--- src/rtl/rf_bist_pkg.sv ---
// Shared types and constants for the register-file BIST initiator.
// The optional first-mismatch log is enabled with RF_BIST_ERRLOG_EN.
package rf_bist_pkg;

  typedef enum logic [2:0] {
    IDLE,
    WR,
    RD,
    X0W,
    X0R,
    DONE
  } state_t;

  localparam logic [31:0] LFSR_TAPS  = 32'h8020_0003;
  localparam int          X0_ADDR    = 0;
  localparam logic [31:0] X0_PATTERN = 32'hFFFF_FFFF;
  localparam int          ERR_CNT_W  = 6;
  localparam logic [ERR_CNT_W-1:0] ERR_CNT_MAX = '1;

  // Adds 0..2 mismatches to the running count, pinning at the maximum.
  function automatic logic [ERR_CNT_W-1:0] sat_add(input logic [ERR_CNT_W-1:0] cnt,
                                                   input logic [1:0]           inc);
    logic [ERR_CNT_W:0] sum;
    sum = {1'b0, cnt} + {{(ERR_CNT_W-1){1'b0}}, inc};
    return sum[ERR_CNT_W] ? ERR_CNT_MAX : sum[ERR_CNT_W-1:0];
  endfunction

endpackage

--- src/rtl/rf_bist_lfsr.sv ---
// Galois right-shift LFSR with synchronous load and advance; exposes both the
// current value and the value it will hold after the next edge.
module rf_bist_lfsr
  import rf_bist_pkg::*;
#(
  parameter int           W    = 32,
  parameter logic [W-1:0] SEED = 32'hACE1_2345,
  parameter logic [W-1:0] TAPS = LFSR_TAPS
) (
  input  logic         clk_i,
  input  logic         rst_i,
  input  logic         load_i,
  input  logic         adv_i,
  output logic [W-1:0] value_o,
  output logic [W-1:0] value_d_o
);

  // NOTE: every signal assigned in always_comb gets a default first so no latch is inferred.
  always_comb begin
    value_d_o = value_o;
    if (load_i) begin
      value_d_o = SEED;
    end else if (adv_i) begin
      value_d_o = (value_o >> 1) ^ (value_o[0] ? TAPS : '0);
    end
  end

  // NOTE: sequential state uses non-blocking assignments so all registers update together.
  always_ff @(posedge clk_i) begin
    if (rst_i) begin
      value_o <= SEED;
    end else begin
      value_o <= value_d_o;
    end
  end

endmodule

--- src/rtl/rf_bist.sv ---
// BIST initiator for a 32x32 register file: LFSR fill of x1..x31, dual-port
// read-back compare, and an x0 write/read check. Optional log: RF_BIST_ERRLOG_EN.
module rf_bist
  import rf_bist_pkg::*;
#(
  parameter int                ADDR_W = 5,
  parameter int                DATA_W = 32,
  parameter logic [DATA_W-1:0] SEED   = 32'hACE1_2345
) (
  input  logic                 clk_i,
  input  logic                 rst_i,
  input  logic                 start_i,
  output logic                 busy_o,
  output logic                 done_o,
  output logic                 pass_o,
  output logic [ERR_CNT_W-1:0] err_cnt_o,
  output logic                 rf_we_o,
  output logic [ADDR_W-1:0]    rf_adr3_o,
  output logic [DATA_W-1:0]    rf_wd3_o,
  output logic [ADDR_W-1:0]    rf_adr1_o,
  input  logic [DATA_W-1:0]    rf_rd1_i,
  output logic [ADDR_W-1:0]    rf_adr2_o,
  input  logic [DATA_W-1:0]    rf_rd2_i
`ifdef RF_BIST_ERRLOG_EN
  ,
  output logic [ADDR_W-1:0]    err_adr_o,
  output logic                 err_port_o,
  output logic [DATA_W-1:0]    err_data_o
`endif
);

  localparam logic [ADDR_W-1:0] FIRST_ADR = ADDR_W'(1);
  localparam logic [ADDR_W-1:0] LAST_ADR  = '1;
  localparam logic [ADDR_W-1:0] X0_ADR    = ADDR_W'(X0_ADDR);
  localparam logic [DATA_W-1:0] X0_DATA   = DATA_W'(X0_PATTERN);

  state_t               state_q, state_d;
  logic [ADDR_W-1:0]    cnt_q, cnt_d;
  logic                 start_acc;
  logic                 lfsr_load, lfsr_adv;
  logic [DATA_W-1:0]    lfsr_q, lfsr_d;
  logic                 mis1, mis2;
  logic [ERR_CNT_W-1:0] err_d;

  rf_bist_lfsr #(
    .W    (DATA_W),
    .SEED (SEED),
    .TAPS (DATA_W'(LFSR_TAPS))
  ) u_lfsr (
    .clk_i     (clk_i),
    .rst_i     (rst_i),
    .load_i    (lfsr_load),
    .adv_i     (lfsr_adv),
    .value_o   (lfsr_q),
    .value_d_o (lfsr_d)
  );

  always_ff @(posedge clk_i) begin
    if (rst_i) begin
      state_q <= IDLE;
      cnt_q   <= '0;
    end else begin
      state_q <= state_d;
      cnt_q   <= cnt_d;
    end
  end

  // The LFSR is rewound to SEED on the WR->RD edge so the read sweep sees the same sequence.
  always_comb begin
    state_d   = state_q;
    cnt_d     = cnt_q;
    start_acc = 1'b0;
    lfsr_load = 1'b0;
    lfsr_adv  = 1'b0;
    unique case (state_q)
      IDLE, DONE: begin
        if (start_i) begin
          start_acc = 1'b1;
          state_d   = WR;
          cnt_d     = FIRST_ADR;
          lfsr_load = 1'b1;
        end
      end
      WR: begin
        cnt_d = cnt_q + 1'b1;
        if (cnt_q == LAST_ADR) begin
          state_d   = RD;
          cnt_d     = FIRST_ADR;
          lfsr_load = 1'b1;
        end else begin
          lfsr_adv = 1'b1;
        end
      end
      RD: begin
        cnt_d    = cnt_q + 1'b1;
        lfsr_adv = 1'b1;
        if (cnt_q == LAST_ADR) begin
          state_d = X0W;
        end
      end
      X0W:     state_d = X0R;
      X0R:     state_d = DONE;
      default: state_d = IDLE;
    endcase
  end

  // Read data is compared in the cycle its address is presented on the ports.
  always_comb begin
    mis1 = 1'b0;
    mis2 = 1'b0;
    if (state_q == RD) begin
      mis1 = (rf_rd1_i != lfsr_q);
      mis2 = (rf_rd2_i != lfsr_q);
    end else if (state_q == X0R) begin
      mis1 = (rf_rd1_i != '0);
      mis2 = (rf_rd2_i != '0);
    end
    err_d = start_acc ? '0 : sat_add(err_cnt_o, {1'b0, mis1} + {1'b0, mis2});
  end

  always_ff @(posedge clk_i) begin
    if (rst_i) begin
      busy_o    <= 1'b0;
      done_o    <= 1'b0;
      pass_o    <= 1'b0;
      err_cnt_o <= '0;
      rf_we_o   <= 1'b0;
      rf_adr3_o <= '0;
      rf_wd3_o  <= '0;
      rf_adr1_o <= '0;
      rf_adr2_o <= '0;
    end else begin
      busy_o    <= (state_d == WR) || (state_d == RD) || (state_d == X0W) || (state_d == X0R);
      done_o    <= (state_d == DONE);
      pass_o    <= (state_d == DONE) && (err_d == '0);
      err_cnt_o <= err_d;
      rf_we_o   <= (state_d == WR) || (state_d == X0W);
      rf_adr3_o <= (state_d == WR)  ? cnt_d  :
                   (state_d == X0W) ? X0_ADR : '0;
      rf_wd3_o  <= (state_d == WR)  ? lfsr_d  :
                   (state_d == X0W) ? X0_DATA : '0;
      rf_adr1_o <= (state_d == RD)  ? cnt_d  :
                   (state_d == X0R) ? X0_ADR : '0;
      rf_adr2_o <= (state_d == RD)  ? cnt_d  :
                   (state_d == X0R) ? X0_ADR : '0;
    end
  end

`ifdef RF_BIST_ERRLOG_EN
  // A zero count means no mismatch yet this run; port 1 wins a same-cycle tie.
  always_ff @(posedge clk_i) begin
    if (rst_i || start_acc) begin
      err_adr_o  <= '0;
      err_port_o <= 1'b0;
      err_data_o <= '0;
    end else if ((err_cnt_o == '0) && (mis1 || mis2)) begin
      err_adr_o  <= rf_adr1_o;
      err_port_o <= !mis1;
      err_data_o <= mis1 ? rf_rd1_i : rf_rd2_i;
    end
  end
`endif

endmodule

--- config.mk ---
export PLATFORM = sky130hd
export DESIGN_NAME = rf_bist
export DESIGN_NICKNAME = d
export VERILOG_FILES = /design/src/rtl/rf_bist_pkg.sv /design/src/rtl/rf_bist_lfsr.sv /design/src/rtl/rf_bist.sv
export SDC_FILE = /design/constraint.sdc
export NUM_CORES = 1
export LEC_CHECK = 0
export CORE_ASPECT_RATIO = 1.25
export CORE_MARGIN = 2
export CORE_UTILIZATION = 65
export DETAILED_ROUTE_END_ITERATION = 7
export DONT_BUFFER_PORTS = 1
export PLACE_DENSITY_LB_ADDON = 0.15
export SLEW_MARGIN = 20
export SYNTH_ARGS = -nofsm -noshare
export SYNTH_HDL_FRONTEND = slang
export SYNTH_SLANG_ARGS = --single-unit
--- constraint.sdc ---
create_clock -name clk_i -period 8.5 [get_ports clk_i]
set_input_delay 2.125 -clock clk_i [delete_from_list [all_inputs] [get_ports clk_i]]
set_output_delay 2.125 -clock clk_i [all_outputs]
set_load 0.05 [all_outputs]
==> results.toml, run 1 <==
[place]
numPortBuffers = 0
post-place-ws_ps = 3590
gp_congestion = 0.978
dpl-instance-area_mm2 = 0.00422
dp_hpwl_um = 8210

[worst_hold_path]
hp-class = "flip-flop to flip-flop"

[grt]
grt_usage_pct = 31.2
grt-ovfl-total = 0
grt_first_pass_wirelength_um = 17200
antenna_found_initial = 0
grt_pass1_vias = 3325
grt_max_degree = 24

[pwr]
power_switching_uw = 247
clockPowerShare_pct = 37.8
p_sw_share_pct = 26.4
power.internal_uw = 687
p_leak_uw = 0.00171
combPwrFrac_pct = 8.5
p_seq_share_pct = 53.7
peakVddDrop_uv = 169
p_per_area_mw_per_mm2 = 209

[detailed_routing]
drtAntennaViolNets = 0
avgViaCountPerCell = 6.19
drt-initial-drc-count = 247
num_vias = 3342
post_drt_wl_per_cell_um = 20.2
wl_um = 10900
drt-pass1-iter-count = 7
drc_errors = 0

[logic_synthesis]
syn_area_mm2 = 0.00426
synth-async-reset-ratio_pct = 0
synth_mux_area_share_pct = 7.08
synth_area_leaders = "dfxtp_1 43%, xor2_1 9.7%, mux2i_1 6.8%"
synth.distinct_cells = 49
syn-num-nets = 536
seq_area_frac_synth_pct = 43.2
yosysWarnings = 0
synth_xor_area_share_pct = 14.2
syn_avg_cell_area_um2 = 9.16
synth_edf_count = 0
yosys.area.top_type = "dfxtp_1"
yosysTopAreaCellShare_pct = 43.2
synth-main-ff-cell = "dfxtp_1"
synth_top_family_by_area = "simple AND/OR/NAND/NOR gates"
synth-compound-area-share_pct = 10.7
synth_seq_cells = 92
syn-instance-count = 465
synth_adder_area_share_pct = 1.35
yosys.area_share.simple_pct = 18.7

[timing]
finalHoldViolCount = 0
max_slew_margin_pct = 30.5
rsz0062_at_grt = "no"
min_period_ps = 4600
tightest_slew_ps = 1040
fmax_mhz = 217
whs_ps = 597
slew_violations = 0
fin_ws_ps = 3900
finClkSkew_ps = 7.60
post-route-period-util_pct = 54.1
setup_viol = 0
tns_ps = 0

[clocking]
cts.sinks = 92
root_buffer = "clkbuf_8"
htreeDepth = 3
clock_latency_ps = 360
cts_tree = "yes"
cts_resized = 0
cts.clk_slew.worst_paths_ps = 80
cts_buffer_depth = 2
post_cts_buffers = 0
hold_buffers = 0
cts_buffers = 9

[final_layout]
layout-drive-gt1-share_pct = 5.08
nFillCells = 548
n_antenna_cell = 0
final_util_pct = 69.2
syn2layout_area_growth_pct = 4.64
fin_nets = 520
seq_area_mm2 = 0.00184
multiInputGateArea_mm2 = 0.00222
fin_area_mm2 = 0.00446

[floorplan]
pin_count = 124
num_rows = 33
die_h_um = 94.5
start_util_pct = 66.2
die_w_um = 76.4
coreArea_mm2 = 0.00644
dieArea_mm2 = 0.00722

[setup_path]
cp-end-kind = "flip-flop"
worstPathMaxFanout = 4
worst_ep_required_time_ps = 8790
start_kind = "input pin"
crit_arrival_ps = 4890
crit_type = "input pin to flip-flop"

[status]
status = "finished, final reports clean"

[job]
cap_violations = 0
per-stage QoR:
stage,power [uW],cells
2_1_floorplan,575,465
3_3_place_gp,588,525
6_report,933,540
4_1_cts,933,540
3_5_place_dp,589,525
5_1_grt,965,540
power by group through the flow:
stage               sequential, uW  clock, uW  combinational (uW)
finish                         501        353                79.3
global route                   503        373                88.2
CTS                            501        353                78.8
detailed placement             511          0                78.2
global placement               511          0                76.8
floorplan                      504          0                71.5
logic make-up (layout without fill, tap and decap cells):
logic type | after synthesis | in the layout
AND/OR/NAND/NOR | 157 | 157
multiplexers | 30 | 30
flip-flops | 92 | 92
XOR/XNOR | 69 | 69
adder cells (fa/ha/maj) | 4 | 4
AO/OA/AOI/OAI | 76 | 76
buffers and inverters | 37 | 25
cells in the final DEF (no fill, tap or decap), types with 3 or more instances in the layout:
cell type	Yosys	final
o21ai_1	10	10
clkbuf_8	0	10
a22oi_1	4	4
mux2i_1	29	29
o21ai_0	15	15
a21oi_1	27	27
inv_1	6	6
nand4_1	13	13
dfxtp_1	92	92
bufinv_16	0	3
xnor2_1	22	22
nor4_1	28	28
nor2b_1	6	6
and2_1	19	19
nand2b_1	4	4
nor2_1	47	47
ha_1	3	3
nand2_1	28	28
xor2_1	47	47
registers in the layout (all words and copies together) (netlist names):
| signal | count |
|---|---|
| busy_o | 1 |
| cnt_q | 5 |
| done_o | 1 |
| err_cnt_o | 6 |
| pass_o | 1 |
| rf_adr2_o | 5 |
| rf_adr3_o | 5 |
| rf_wd3_o | 32 |
| rf_we_o | 1 |
| state_q | 3 |
| u_lfsr.value_o | 32 |
per-layer routing:
metal	up-vias	track usage (%)	routed length, um
met5	-	0	0
met4	0	17.1	419
met2	174	53.2	5420
met3	27	9.56	1070
met1	1568	35.1	4030
li1	1573	-	-
cells in the mapped netlist (2+ instances only):
| cell type | count |
|---|---|
| a21oi_1 | 27 |
| nand3_1 | 2 |
| and2_1 | 19 |
| a22oi_1 | 4 |
| a21o_1 | 2 |
| o22ai_1 | 2 |
| ha_1 | 3 |
| mux2i_1 | 29 |
| nor2b_1 | 6 |
| o21ai_1 | 10 |
| nand2b_1 | 4 |
| a311oi_1 | 2 |
| buf_4 | 7 |
| nor2_1 | 47 |
| xnor2_1 | 22 |
| inv_1 | 6 |
| a221oi_1 | 2 |
| nand4_1 | 13 |
| a21boi_0 | 2 |
| buf_2 | 5 |
| dfxtp_1 | 92 |
| clkbuf_1 | 14 |
| nand2_1 | 28 |
| or3_1 | 2 |
| buf_6 | 2 |
| nor4_1 | 28 |
| inv_2 | 2 |
| or2_2 | 2 |
| o21ai_0 | 15 |
| xor2_1 | 47 |
worst max-delay path, stage by stage:
cell and delay [ps]:
xnor2_1 160, nand4_1 130, nor4_1 320, nand4_1 160
o41ai_1 600, fa_1 310, inv_1 50, ha_1 200
a21boi_0 290, a21oi_1 110, o21ai_0 180, nand4_1 100
a21boi_0 160
layout make-up:
cell class	count	area share, %
sequential	92	41.3
tap	87	2.44
timing repair buffer	2	0.337
inverter	8	0.673
multi-input combinational	336	49.9
clock inverter	4	2.19
clock buffer	11	3.17
worst paths after layout:
kind,startpoint,cells after the start,slack (ps),endpoint
hold reg to reg,cnt_q[1],2,600,cnt_q[1]
setup reg to reg,state_q[1],12,5030,pass_o
hold / removal,cnt_q[1],2,600,cnt_q[1]
setup / recovery,rf_rd1_i[26],13,3900,pass_o
No activity file was read; power rests on OpenSTA's default activity.
==> run 2: changes to the inputs <==
--- a/config.mk
+++ b/config.mk
@@ -7,7 +7,7 @@
 export LEC_CHECK = 0
 export CORE_ASPECT_RATIO = 1.25
 export CORE_MARGIN = 2
-export CORE_UTILIZATION = 65
+export CORE_UTILIZATION = 63
 export DETAILED_ROUTE_END_ITERATION = 7
 export DONT_BUFFER_PORTS = 1
 export PLACE_DENSITY_LB_ADDON = 0.15
==> constraint.sdc (replaced) <==
create_clock -name clk_i -period 4.3 [get_ports clk_i]
set_input_delay 1.075 -clock clk_i [delete_from_list [all_inputs] [get_ports clk_i]]
set_output_delay 1.075 -clock clk_i [all_outputs]
set_load 0.05 [all_outputs]
==> results.toml, run 2 (same netlist as run 1, synthesis figures left out) <==
[setup_path]
cp_common_cell = "nand4_1"
worstPathMaxFanout = 4
rrSetupSlack_ps = 1040
r2r_start = "state_q[1]"
cp-end-kind = "flip-flop"
crit_type = "input pin to flip-flop"
slowest_stage = "o41ai_1"
r2r_cells = 12
crit_arrival_ps = 3590
worst_ep_required_time_ps = 4590
cpPeakStageDelay_ps = 440
start_kind = "input pin"
r2r_end = "pass_o"
path_cells = "xnor2_1, nand4_1, nor4_1, nand4_1, o41ai_1, fa_1, inv_1, ha_1, a21boi_0, a21oi_1, o21ai_0, nand4_1, a21boi_0"

[floorplan]
dieArea_mm2 = 0.00744
start_util_pct = 64.9
coreArea_mm2 = 0.00657
num_rows = 33
die_w_um = 77.6
pin_count = 124
die_h_um = 96.0

[grt]
met2_usage_pct = 52.8
grt_max_degree = 28
met3_usage_pct = 9.01
grt_first_pass_wirelength_um = 17100
busiest_layer = "met2"
grt_usage_pct = 30.5
grt-ovfl-total = 0
antenna_found_initial = 0
use_met1_pct = 34.9
grt_pass1_vias = 3388

[timing]
whs_ps = 591
tns_ps = 0
finalHoldViolCount = 0
slew_violations = 0
post-route-period-util_pct = 76.9
min_period_ps = 3310
rsz0062_at_grt = "no"
finClkSkew_ps = 10.4
max_slew_margin_pct = 27.1
setup_viol = 0
fmax_mhz = 302
tightest_slew_ps = 1090

[place]
dp_cells = 526
gp_congestion = 0.928
dp_hpwl_um = 8310
numPortBuffers = 0

[clocking]
cts.clk_slew.worst_paths_ps = 90
clock_latency_ps = 360
cts_buffer_depth = 2
htreeDepth = 3
cts.sinks = 92
post_cts_buffers = 0
cts_buffers = 9
cts_resized = 0
root_buffer = "clkbuf_8"
cts_tree = "yes"
hold_buffers = 0

[final_layout]
layout.cells.non_filler = 542
largest_registers = "rf_wd3_o: 32 flops, u_lfsr.value_o: 32 flops, err_cnt_o: 6 flops"
n_antenna_cell = 0
final_common_cell = "dfxtp_1"
mostFrequentLayoutCells = "92 x dfxtp_1, 47 x xor2_1, 47 x nor2_1"
final_util_pct = 67.6
fin_nets = 521
layout-drive-gt1-share_pct = 5.71
syn2layout_area_growth_pct = 4.14

[pwr]
p_leak_uw = 0.00170
p_per_area_mw_per_mm2 = 392
peakVddDrop_uv = 274

[worst_hold_path]
hold_path.startpoint = "cnt_q[3]"
hp-class = "flip-flop to flip-flop"
hold_end = "cnt_q[3]"
hold_depth = 2

[detailed_routing]
post_drt_wl_per_cell_um = 20.4
wl_um = 11100
drt-initial-drc-count = 234
drtAntennaViolNets = 0
drt-pass1-iter-count = 4
drc_errors = 0
avgViaCountPerCell = 6.22
num_vias = 3372

[job]
cap_violations = 0

[status]
status = "finished, final reports clean"
## run 2: cell type report
class | instances | area (um^2)
Timing Repair Buffer | 3 | 35.0
Tap cell | 87 | 109
Multi-Input combinational cell | 336 | 2220
Sequential cell | 92 | 1840
Inverter | 8 | 30.0
Clock inverter | 7 | 73.8
Clock buffer | 9 | 124
Fill cell | 543 | 2130
## run 2: critical path: cells and delay by family
family | cells | cell delay [ps]
XOR/XNOR | 1 | 140
buffers and inverters | 1 | 50
adder cells (fa/ha/maj) | 2 | 490
AO/OA/AOI/OAI | 5 | 1170
AND/OR/NAND/NOR | 4 | 680
## run 2: metrics by stage
| stage | power [uW] | cell area [um^2] | setup slack [ps] |
|---|---|---|---|
| global placement | 1170 | 4240 | 713 |
| finish | 1740 | 4440 | 992 |
| global route | 1800 | 4440 | 646 |
| floorplan | 1140 | 4260 | 1080 |
| detailed placement | 1170 | 4240 | 627 |
| CTS | 1750 | 4440 | 985 |
## run 2: layer usage
layer  up-vias  part of all wire [%]  wire length [um]
met3        34                   8.6               950
met4         0                   3.2               359
met2       186                    50              5580
met1      1579                    38              4170
li1       1573                     -                 -
met5         -                     0                 0
## run 2: worst max path at each step
stage	startpoint	to	slack (ps)	cells past startpoint
finish	rf_rd1_i[14]	pass_o	990	13
global route	state_q[1]	pass_o	650	12
CTS	rf_rd1_i[14]	pass_o	980	13
detailed placement	rf_rd1_i[14]	pass_o	630	13
global placement	rf_rd1_i[14]	pass_o	710	13
floorplan	rf_rd1_i[1]	pass_o	1080	13
## run 2: report_power, final
group	switching (uW)	internal [uW]	leakage, uW
logic	92.4	74.1	0.000847
registers	103	887	0.000752
clock network	310	272	0.000100
total	505	1230	0.00170
==> run 3: changes to the inputs <==
==> constraint.sdc (replaced) <==
create_clock -name clk_i -period 3.15 [get_ports clk_i]
set_input_delay 0.7875 -clock clk_i [delete_from_list [all_inputs] [get_ports clk_i]]
set_output_delay 0.7875 -clock clk_i [all_outputs]
set_load 0.05 [all_outputs]
==> results.toml, run 3 (same netlist as run 1, synthesis figures left out) <==
[status]
status = "finished, final reports clean"

[pwr]
power.internal_uw = 1610
peakVddDrop_uv = 346
p_sw_share_pct = 30.9
p_per_area_mw_per_mm2 = 517
p_seq_share_pct = 57.7
p_leak_uw = 0.00174
clockPowerShare_pct = 32.1
combPwrFrac_pct = 10.2
power_switching_uw = 721

[detailed_routing]
avgViaCountPerCell = 6.23
num_vias = 3447
drc_errors = 0
drtAntennaViolNets = 0
wl_um = 11000
drt-initial-drc-count = 189
post_drt_wl_per_cell_um = 19.9
drt-pass1-iter-count = 5

[floorplan]
num_rows = 33
start_util_pct = 64.9
dieArea_mm2 = 0.00744
die_w_um = 77.6
die_h_um = 96.0
coreArea_mm2 = 0.00657
pin_count = 124

[setup_path]
worst_ep_required_time_ps = 3450
start_kind = "flip-flop"
crit_type = "flip-flop to flip-flop"
rrSetupSlack_ps = 330
r2r_start = "u_lfsr.value_o[15]"
cp-end-kind = "flip-flop"
cp_common_cell = "nand4_1"
path_cells = "xnor2_1, nand4_1, nor4_1, nand4_1, o41ai_2, buf_4, fa_1, inv_1, ha_1, or2_2, o22ai_1, nand4_1, a21boi_0"
cpPeakStageDelay_ps = 450
r2r_cells = 13
worstPathMaxFanout = 4
crit_arrival_ps = 3120
r2r_end = "pass_o"
slowest_stage = "dfxtp_1"

[final_layout]
layout.cells.non_filler = 553
multiInputGateArea_mm2 = 0.00223
nFillCells = 513
syn2layout_area_growth_pct = 5.87
layout-drive-gt1-share_pct = 8.15
largest_registers = "rf_wd3_o: 32 flops, u_lfsr.value_o: 32 flops, err_cnt_o: 6 flops"
mostFrequentLayoutCells = "92 x dfxtp_1, 47 x xor2_1, 47 x nor2_1"
fin_nets = 532
final_common_cell = "dfxtp_1"
seq_area_mm2 = 0.00184
n_antenna_cell = 0

[grt]
grt_first_pass_wirelength_um = 17200
met2_usage_pct = 50.5
antenna_found_initial = 0
met3_usage_pct = 9.85
grt_usage_pct = 30.6
busiest_layer = "met2"
grt_max_degree = 35
grt_pass1_vias = 3373
use_met1_pct = 35.5
grt-ovfl-total = 0

[timing]
post-route-period-util_pct = 89.5
rsz0062_at_grt = "no"
finalHoldViolCount = 0
slew_violations = 0
fin_ws_ps = 330
setup_viol = 0
min_period_ps = 2820
fmax_mhz = 355
tightest_slew_ps = 936
finClkSkew_ps = 13.4
max_slew_margin_pct = 37.5

[clocking]
cts_resized = 0
hold_buffers = 0
cts.clk_slew.worst_paths_ps = 100
clock_latency_ps = 370
cts_buffer_depth = 2
htreeDepth = 3
cts_tree = "yes"
root_buffer = "clkbuf_8"
cts_buffers = 9
post_cts_buffers = 0
cts.sinks = 92

[worst_hold_path]
hold_path.startpoint = "rst_i"
hold_end = "cnt_q[4]"
hp-class = "input pin to flip-flop"
hold_depth = 1

[place]
dp_hpwl_um = 8300
post-place-ws_ps = -135
gp_congestion = 0.962
dp_cells = 537
numPortBuffers = 0

[job]
cap_violations = 0
## run 3: cell type report
cell class | count | share of cell area, %
clock buffers | 9 | 2.75
clock inverters | 7 | 1.28
inverters | 8 | 0.666
multi-input cells | 336 | 49.5
flip-flops and latches | 92 | 40.8
well taps | 87 | 2.41
repair buffers | 14 | 2.61
## run 3: how the worst max path moves through the flow
stage                                   from     end  depth (start not counted)
after floorplan                  rf_rd1_i[1]  pass_o                         13
after global placement          rf_rd1_i[26]  pass_o                         14
after detailed placement        rf_rd1_i[14]  pass_o                         14
after CTS                 u_lfsr.value_o[23]  pass_o                         14
after global routing       u_lfsr.value_o[0]  pass_o                         14
final                     u_lfsr.value_o[15]  pass_o                         13
## run 3: critical path, delay by kind of cell (launching register included)
family | cells | cell delay (ps)
xor gates and xnor gates | 1 | 140
buffers and inverters | 2 | 200
DFF | 1 | 450
adders and majority gates | 2 | 380
and+or+nand+nor | 5 | 1010
AOI/OAI and AO/OA | 3 | 570
## run 3: stage by stage
stage | hold slack, ps | power (uW) | area [um^2] | util [%] | setup TNS [ps]
floorplan | 531 | 1550 | 4260 | - | 0
global placement | 561 | 1600 | 4320 | 65.8 | -67.8
detailed placement | 578 | 1600 | 4320 | 65.8 | -135
CTS | 464 | 2340 | 4500 | 68.6 | 0
global route | 459 | 2410 | 4510 | 68.7 | 0
finish | 477 | 2330 | 4510 | 68.7 | 0
## run 3: routing by layer
layer  vias up  wire, um
met5         -         0
met4         0       456
met3        38       998
met2       180      5260
met1      1622      4320
li1       1607         -
## run 3: power by group through the flow
stage / sequential [uW] / combinational, uW / clock [uW]
2_1_floorplan: 1360 / 193 / 0
3_3_place_gp: 1370 / 229 / 0
3_5_place_dp: 1370 / 232 / 0
4_1_cts: 1350 / 234 / 760
5_1_grt: 1350 / 261 / 796
6_report: 1350 / 237 / 750
